[src/rtl/capa_sweep_ctrl_pkg.sv]
// Shared types and helpers for the capacitance sweep sequencer.
package capa_sweep_pkg;

    // Sequencer phases; every busy phase lasts one settle period.
    typedef enum logic [2:0] {
        IDLE     = 3'd0,
        REF_RISE = 3'd1,
        REF_FALL = 3'd2,
        SET_CAP  = 3'd3,
        RISE     = 3'd4,
        FALL     = 3'd5,
        DONE     = 3'd6
    } state_t;

    // Widest delay word the helper below can describe.
    localparam int unsigned MAX_TIME_W = 64;

    // Marker stored when a measurement window closes without a TDC strobe.
    function automatic logic [MAX_TIME_W-1:0] missing_word(input int unsigned width);
        logic [MAX_TIME_W-1:0] w;
        w = '0;
        for (int unsigned i = 0; i < MAX_TIME_W; i++) begin
            if (i < width) w[i] = 1'b1;
        end
        return w;
    endfunction

    // Phases during which the TDC result is captured.
    function automatic logic is_window(input state_t s);
        return (s == REF_RISE) || (s == REF_FALL) || (s == RISE) || (s == FALL);
    endfunction

endpackage

[src/rtl/capa_sweep_ctrl_settle_timer.sv]
// Phase timer: reloaded on every phase entry, flags the final cycle of the phase.
module settle_timer #(
    parameter int unsigned SETTLE_CYC = 7
) (
    input  logic clk,
    input  logic nrst,
    input  logic load,
    output logic last_cycle
);

    localparam int unsigned           CNT_W    = $clog2(SETTLE_CYC);
    localparam logic [CNT_W-1:0]      LOAD_VAL = CNT_W'(SETTLE_CYC - 1);

    logic [CNT_W-1:0] cnt;

    // Count down from SETTLE_CYC-1 to zero; reload when a new phase starts.
    always_ff @(posedge clk or negedge nrst) begin
        // NOTE: state is updated with <= so every flop samples pre-edge values.
        if (!nrst) begin
            cnt <= '0;
        end else if (load) begin
            cnt <= LOAD_VAL;
        end else if (cnt != '0) begin
            cnt <= cnt - CNT_W'(1);
        end
    end

    assign last_cycle = (cnt == '0);

endmodule

[src/rtl/capa_sweep_ctrl.sv]
// Capacitance sweep sequencer: reference delays, then per-code rise/fall TDC capture.
module capa_sweep_ctrl
    import capa_sweep_pkg::*;
#(
    parameter int unsigned N_STEPS    = 100,
    parameter int unsigned CODE_W     = 7,
    parameter int unsigned SETTLE_CYC = 7,
    parameter int unsigned TIME_W     = 16
) (
    input  logic              clk,
    input  logic              nrst,
    input  logic              start,
    input  logic              abort,
    output logic              din,
    output logic              cap_en,
    output logic [CODE_W-1:0] cap_code,
    input  logic              meas_valid,
    input  logic [TIME_W-1:0] meas_time,
    output logic              busy,
    output logic              done,
    output logic              miss,
    output logic [TIME_W-1:0] ref_rise,
    output logic [TIME_W-1:0] ref_fall,
    input  logic [CODE_W-1:0] rd_addr,
    output logic [TIME_W-1:0] rd_rise,
    output logic [TIME_W-1:0] rd_fall
);

    localparam logic [CODE_W-1:0] LAST_STEP = CODE_W'(N_STEPS - 1);
    localparam logic [TIME_W-1:0] MISSING   = TIME_W'(missing_word(TIME_W));

    state_t              state;
    state_t              state_next;
    logic [CODE_W-1:0]   step;
    logic                last_cycle;
    logic                phase_load;
    logic                start_ok;
    logic                in_window;
    logic                window_end;
    logic                cap_seen;
    logic [TIME_W-1:0]   cap_time;
    logic [TIME_W-1:0]   win_result;

    logic [TIME_W-1:0]   rise_mem [N_STEPS];
    logic [TIME_W-1:0]   fall_mem [N_STEPS];

    settle_timer #(.SETTLE_CYC(SETTLE_CYC)) u_timer (
        .clk        (clk),
        .nrst       (nrst),
        .load       (phase_load),
        .last_cycle (last_cycle)
    );

    assign start_ok   = start && !abort && ((state == IDLE) || (state == DONE));
    assign in_window  = is_window(state);
    assign window_end = in_window && last_cycle && !abort;
    // A strobe in the window's final cycle still counts and overrides earlier ones.
    assign win_result = meas_valid ? meas_time : (cap_seen ? cap_time : MISSING);
    assign cap_code   = step;

    // State register.
    always_ff @(posedge clk or negedge nrst) begin
        if (!nrst) state <= IDLE;
        else       state <= state_next;
    end

    // Next-state logic; abort overrides everything, phases advance on the timer's last cycle.
    always_comb begin
        // NOTE: defaults first so no path leaves a combinational output unassigned (no latch).
        state_next = state;
        phase_load = 1'b0;
        if (abort) begin
            state_next = IDLE;
        end else begin
            unique case (state)
                IDLE, DONE: begin
                    if (start) begin
                        state_next = REF_RISE;
                        phase_load = 1'b1;
                    end
                end
                REF_RISE: if (last_cycle) begin state_next = REF_FALL; phase_load = 1'b1; end
                REF_FALL: if (last_cycle) begin state_next = SET_CAP;  phase_load = 1'b1; end
                SET_CAP:  if (last_cycle) begin state_next = RISE;     phase_load = 1'b1; end
                RISE:     if (last_cycle) begin state_next = FALL;     phase_load = 1'b1; end
                FALL: begin
                    if (last_cycle) begin
                        state_next = (step == LAST_STEP) ? DONE : SET_CAP;
                        phase_load = 1'b1;
                    end
                end
                default: state_next = IDLE;
            endcase
        end
    end

    // Moore outputs decoded from the current phase.
    always_comb begin
        din    = 1'b0;
        cap_en = 1'b0;
        busy   = 1'b0;
        done   = 1'b0;
        unique case (state)
            REF_RISE: begin din = 1'b1; busy = 1'b1; end
            REF_FALL: begin busy = 1'b1; end
            SET_CAP:  begin cap_en = 1'b1; busy = 1'b1; end
            RISE:     begin din = 1'b1; cap_en = 1'b1; busy = 1'b1; end
            FALL:     begin cap_en = 1'b1; busy = 1'b1; end
            DONE:     begin done = 1'b1; end
            default:  ;
        endcase
    end

    // Cap-code step: cleared on start/abort, advanced at the end of each FALL except the last.
    always_ff @(posedge clk or negedge nrst) begin
        if (!nrst) begin
            step <= '0;
        end else if (abort || start_ok) begin
            step <= '0;
        end else if ((state == FALL) && last_cycle && (step != LAST_STEP)) begin
            step <= step + CODE_W'(1);
        end
    end

    // Per-window capture of the latest TDC word; emptied at every window boundary.
    always_ff @(posedge clk or negedge nrst) begin
        if (!nrst) begin
            cap_time <= '0;
            cap_seen <= 1'b0;
        end else if (!in_window || last_cycle || abort) begin
            cap_time <= '0;
            cap_seen <= 1'b0;
        end else if (meas_valid) begin
            cap_time <= meas_time;
            cap_seen <= 1'b1;
        end
    end

    // Sticky miss flag, cleared when a new sweep is accepted.
    always_ff @(posedge clk or negedge nrst) begin
        if (!nrst) begin
            miss <= 1'b0;
        end else if (start_ok) begin
            miss <= 1'b0;
        end else if (window_end && !meas_valid && !cap_seen) begin
            miss <= 1'b1;
        end
    end

    // Reference delays written at the close of the two reference windows.
    always_ff @(posedge clk or negedge nrst) begin
        if (!nrst) begin
            ref_rise <= '0;
            ref_fall <= '0;
        end else if (window_end) begin
            if (state == REF_RISE) ref_rise <= win_result;
            if (state == REF_FALL) ref_fall <= win_result;
        end
    end

    // Result RAM write port, addressed by the current step.
    always_ff @(posedge clk) begin
        // NOTE: RAM arrays are deliberately not reset so they map onto plain memory.
        if (nrst && window_end) begin
            if (state == RISE) rise_mem[step] <= win_result;
            if (state == FALL) fall_mem[step] <= win_result;
        end
    end

    // Registered read port; out-of-range addresses read as zero.
    always_ff @(posedge clk or negedge nrst) begin
        if (!nrst) begin
            rd_rise <= '0;
            rd_fall <= '0;
        end else if (rd_addr <= LAST_STEP) begin
            rd_rise <= rise_mem[rd_addr];
            rd_fall <= fall_mem[rd_addr];
        end else begin
            rd_rise <= '0;
            rd_fall <= '0;
        end
    end

endmodule

[config.mk]
export PLATFORM = sky130hd
export DESIGN_NAME = capa_sweep_ctrl
export DESIGN_NICKNAME = d
export VERILOG_FILES = /design/src/rtl/capa_sweep_ctrl_pkg.sv /design/src/rtl/capa_sweep_ctrl_settle_timer.sv /design/src/rtl/capa_sweep_ctrl.sv
export SDC_FILE = /design/constraint.sdc
export NUM_CORES = 2
export LEC_CHECK = 0
export ABC_AREA = 0
export ABC_CLOCK_PERIOD_IN_PS = 4000
export CAP_MARGIN = 10
export CORE_MARGIN = 3
export CORE_UTILIZATION = 30
export DETAILED_ROUTE_END_ITERATION = 7
export GPL_TIMING_DRIVEN = 1
export SLEW_MARGIN = 30
export SYNTH_ARGS = -nofsm -noshare
export SYNTH_HDL_FRONTEND = slang
export SYNTH_SLANG_ARGS = --single-unit
[constraint.sdc]
create_clock -name clk -period 4 [get_ports clk]
set_input_delay 1 -clock clk [delete_from_list [all_inputs] [get_ports clk]]
set_output_delay 1 -clock clk [all_outputs]
set_load 0.005 [all_outputs]
==> results.md <==
* Pwr per Cell Area at 497 nW/µm²
* R2r endpoint: fall_mem[53][8]
* Unique masters post-synth at 73
* Synth Flop Type: edfxtp_1
* Cell total after placement at 11900
* Multi-input gate area at 26600 µm²
* Worst slew pin tran at 1.06 ns
* Mapped Nets at 5865
* Worst Path Max Fanout at 17
* Hold Path Class: register to register
* DRC at 0
* Async S/R FF share, synth at 2.88%
* Core Area at 421000 µm²
* VDD IR-drop max at 0.313 mV
* Initial core utilization at 30.2%
* Largest net degree at the start of global routing at 201
* Total gr overflow at 0
* Crit path time final at 3.64 ns
* Nature of the critical path endpoint: output pin
* Crit path arrival time at 2.64 ns
* Vias in the first global route at 64800
* Clk_skew at 0.0456 ns
* Gpl congestion at 0.828
* Post-detailed-route wirelength per cell at 29.0 µm
* PortBufs at 103
* DR vias/cell at 5.22
* Fin cells at 12500
* Most numerous cell in the Yosys netlist: edfxtp_1
* Max-slew headroom at 29.2%
* Final slew viol count at 0
* Nets at 6587
* Critical path launch point type: register
* Reg area at 98500 µm²
* CTS Buffer Depth at 4
* Outcome: completed
* Post-CTS Resized at 0
* Final hold violations at 0
* Num ports at 104
* Crit Reg-Reg Startpoint: u_timer.cnt[0]
* Setup violations, final at 0
* TritonCTS Buffers at 323
* Leading area contributor after synthesis: edfxtp_1
* Reg2Reg Depth at 10
* Hold_sp: ref_fall[0]
* Hold_ws at 0.480 ns
* Vias at 65000
* Flops & latches, synth at 3295
* Hold path cells at 2
* Crit path kind: register to output pin
* Post-Syn Area per Cell at 21.8 µm²
* GR Util All Layers at 16.4%
* Crit share post-route at 91.1%
* Buffer count from post-CTS setup fixing at 0
* Top cells by area, synth: edfxtp_1, mux4_2, mux2i_1, dfrtp_1, nor2_1
* Post-Synthesis Cells at 5833
* Top-area cell type share of the netlist area at 75.7%
* RSZ-0062 raised after global routing: no
* Synth-to-layout area growth at 18.9%
* Clk root buf: clkbuf_16
* Post-synth top cells: edfxtp_1, mux4_2, nor2_1, mux2i_1, nand2_1
* Die Wd at 656 µm
* Share of cells above drive strength 1 at 29.5%
* Max Freq at 274 MHz
* DP HPWL at 222000 µm
* Die Span Y at 656 µm
* R2R Setup Slk at 0.75 ns
* Die area at 431000 µm²
* CTS tree: yes
* Max Cap Viol at 0
* Leakage at 0.0473 µW
* Worst path required time at 3.00 ns
* CTS clk-pin slew, worst paths at 0.06 ns
* Antenna violations before repair at 23
* Ys Warns at 0
* Hold Path End: ref_fall[0]
* Clk_lat worst skew at 0.90 ns
* Syn Std Cell Area at 127000 µm²
* FILL cells at 38200
* Global-route wire length before repair at 508000 µm
* DRT iter0 DRCs at 8639
* Pre-antenna DRT Iters at 6
* Final WL at 361000 µm
* Post-synthesis sequential area ratio at 77.6%
* Number of flops mapped to enable cells by yosys at 3200
* Clock Sinks at 3295
* Std cell rows at 238
* H-Tree Depth at 5
* ANT nets after route at 0
==> metrics by stage <==
stage	instance area [µm²]	utilization [%]	total power [µW]	TNS, ns	worst slack [ns]
floorplan	127000	-	42700	-68.52	-0.0343
global placement	140000	33.4	45500	-0.101	-0.101
detailed placement	140000	33.4	45600	-0.0759	-0.0759
CTS	151000	35.8	75400	0	0.319
global route	151000	35.9	77100	0	0.240
finish	151000	35.9	74900	0	0.356
==> placed cells by master, fill, tap and decap left out, types with 24 or more instances in the layout <==
cell / count
a211o_1: 24
a21oi_1: 71
a221oi_1: 28
a22oi_1: 77
buf_12: 190
buf_4: 443
bufinv_16: 30
clkbuf_1: 86
clkbuf_16: 328
clkdlybuf4s50_1: 96
clkinv_1: 55
clkinv_2: 54
dfrtp_1: 95
edfxtp_1: 3200
mux2i_1: 247
mux4_2: 777
nand2_1: 154
nand3_1: 39
nor2_1: 235
nor2_2: 94
o21ai_0: 68
o221ai_1: 39
o22ai_1: 66
==> sequential cells by signal, indices dropped and copies added (netlist names) <==
signal,flops
cap_code,7
cap_seen,1
cap_time,16
fall_mem,1600
miss,1
rd_fall,16
rd_rise,16
ref_fall,16
ref_rise,16
rise_mem,1600
state,3
u_timer.cnt,3
==> routing by layer <==
layer / vias to the layer above / track usage [%] / routed length (µm)
met2: 3388 / 26.5 / 173000
li1: 25900 / - / -
met1: 35100 / 22.8 / 145000
met3: 557 / 2.47 / 31100
met5: - / 0 / 54
met4: 8 / 4.93 / 11500
==> worst max path at each step <==
stage | start | endpoint | slack, ns | depth (start not counted)
floorplan | meas_valid | fall_mem[0][10] | -0.03 | 5
global placement | rd_addr[0] | rd_rise[8] | -0.10 | 9
detailed placement | rd_addr[0] | rd_rise[8] | -0.08 | 9
CTS | state[2] | busy | 0.32 | 3
global route | state[2] | busy | 0.24 | 3
finish | state[2] | busy | 0.36 | 3
==> power breakdown <==
part	switching (µW)	internal, µW	total [µW]
combinational	3750	1970	5720
clock	12900	17200	30000
sequential	235	39000	39200
total	16800	58100	74900
==> worst max-delay path: stages (launching register included) <==
cell and delay [ns]:
dfrtp_1 0.77, ha_1 0.31, o21bai_1 0.15, clkdlybuf4s50_1 0.55
==> cell families after synthesis <==
family	Yosys count	share of synthesized area, %
compound gates	498	2.72
xor+xnor	8	0.0552
fa+ha+maj	4	0.0394
buf+inv	371	1.67
flops	3295	77.6
mux	1033	15.8
simple gates	624	2.08
==> final cells by class <==
| type | instances | share of cell area [%] |
|---|---|---|
| well taps | 5640 | 4.68 |
| diodes | 4 | 0.00663 |
| inverters | 25 | 0.105 |
| clock buffers | 418 | 5.69 |
| repair buffers | 743 | 5.55 |
| flip-flops and latches | 3295 | 65.3 |
| clock inverters | 163 | 1.10 |
| multi-input cells | 2167 | 17.6 |
==> repair_timing <==
action	4_1_cts	5_1_grt
hold endpoints to repair	7	0
hold buffers	1	0
setup endpoints to repair	0	0
No activity file was read; power rests on OpenSTA's default activity.
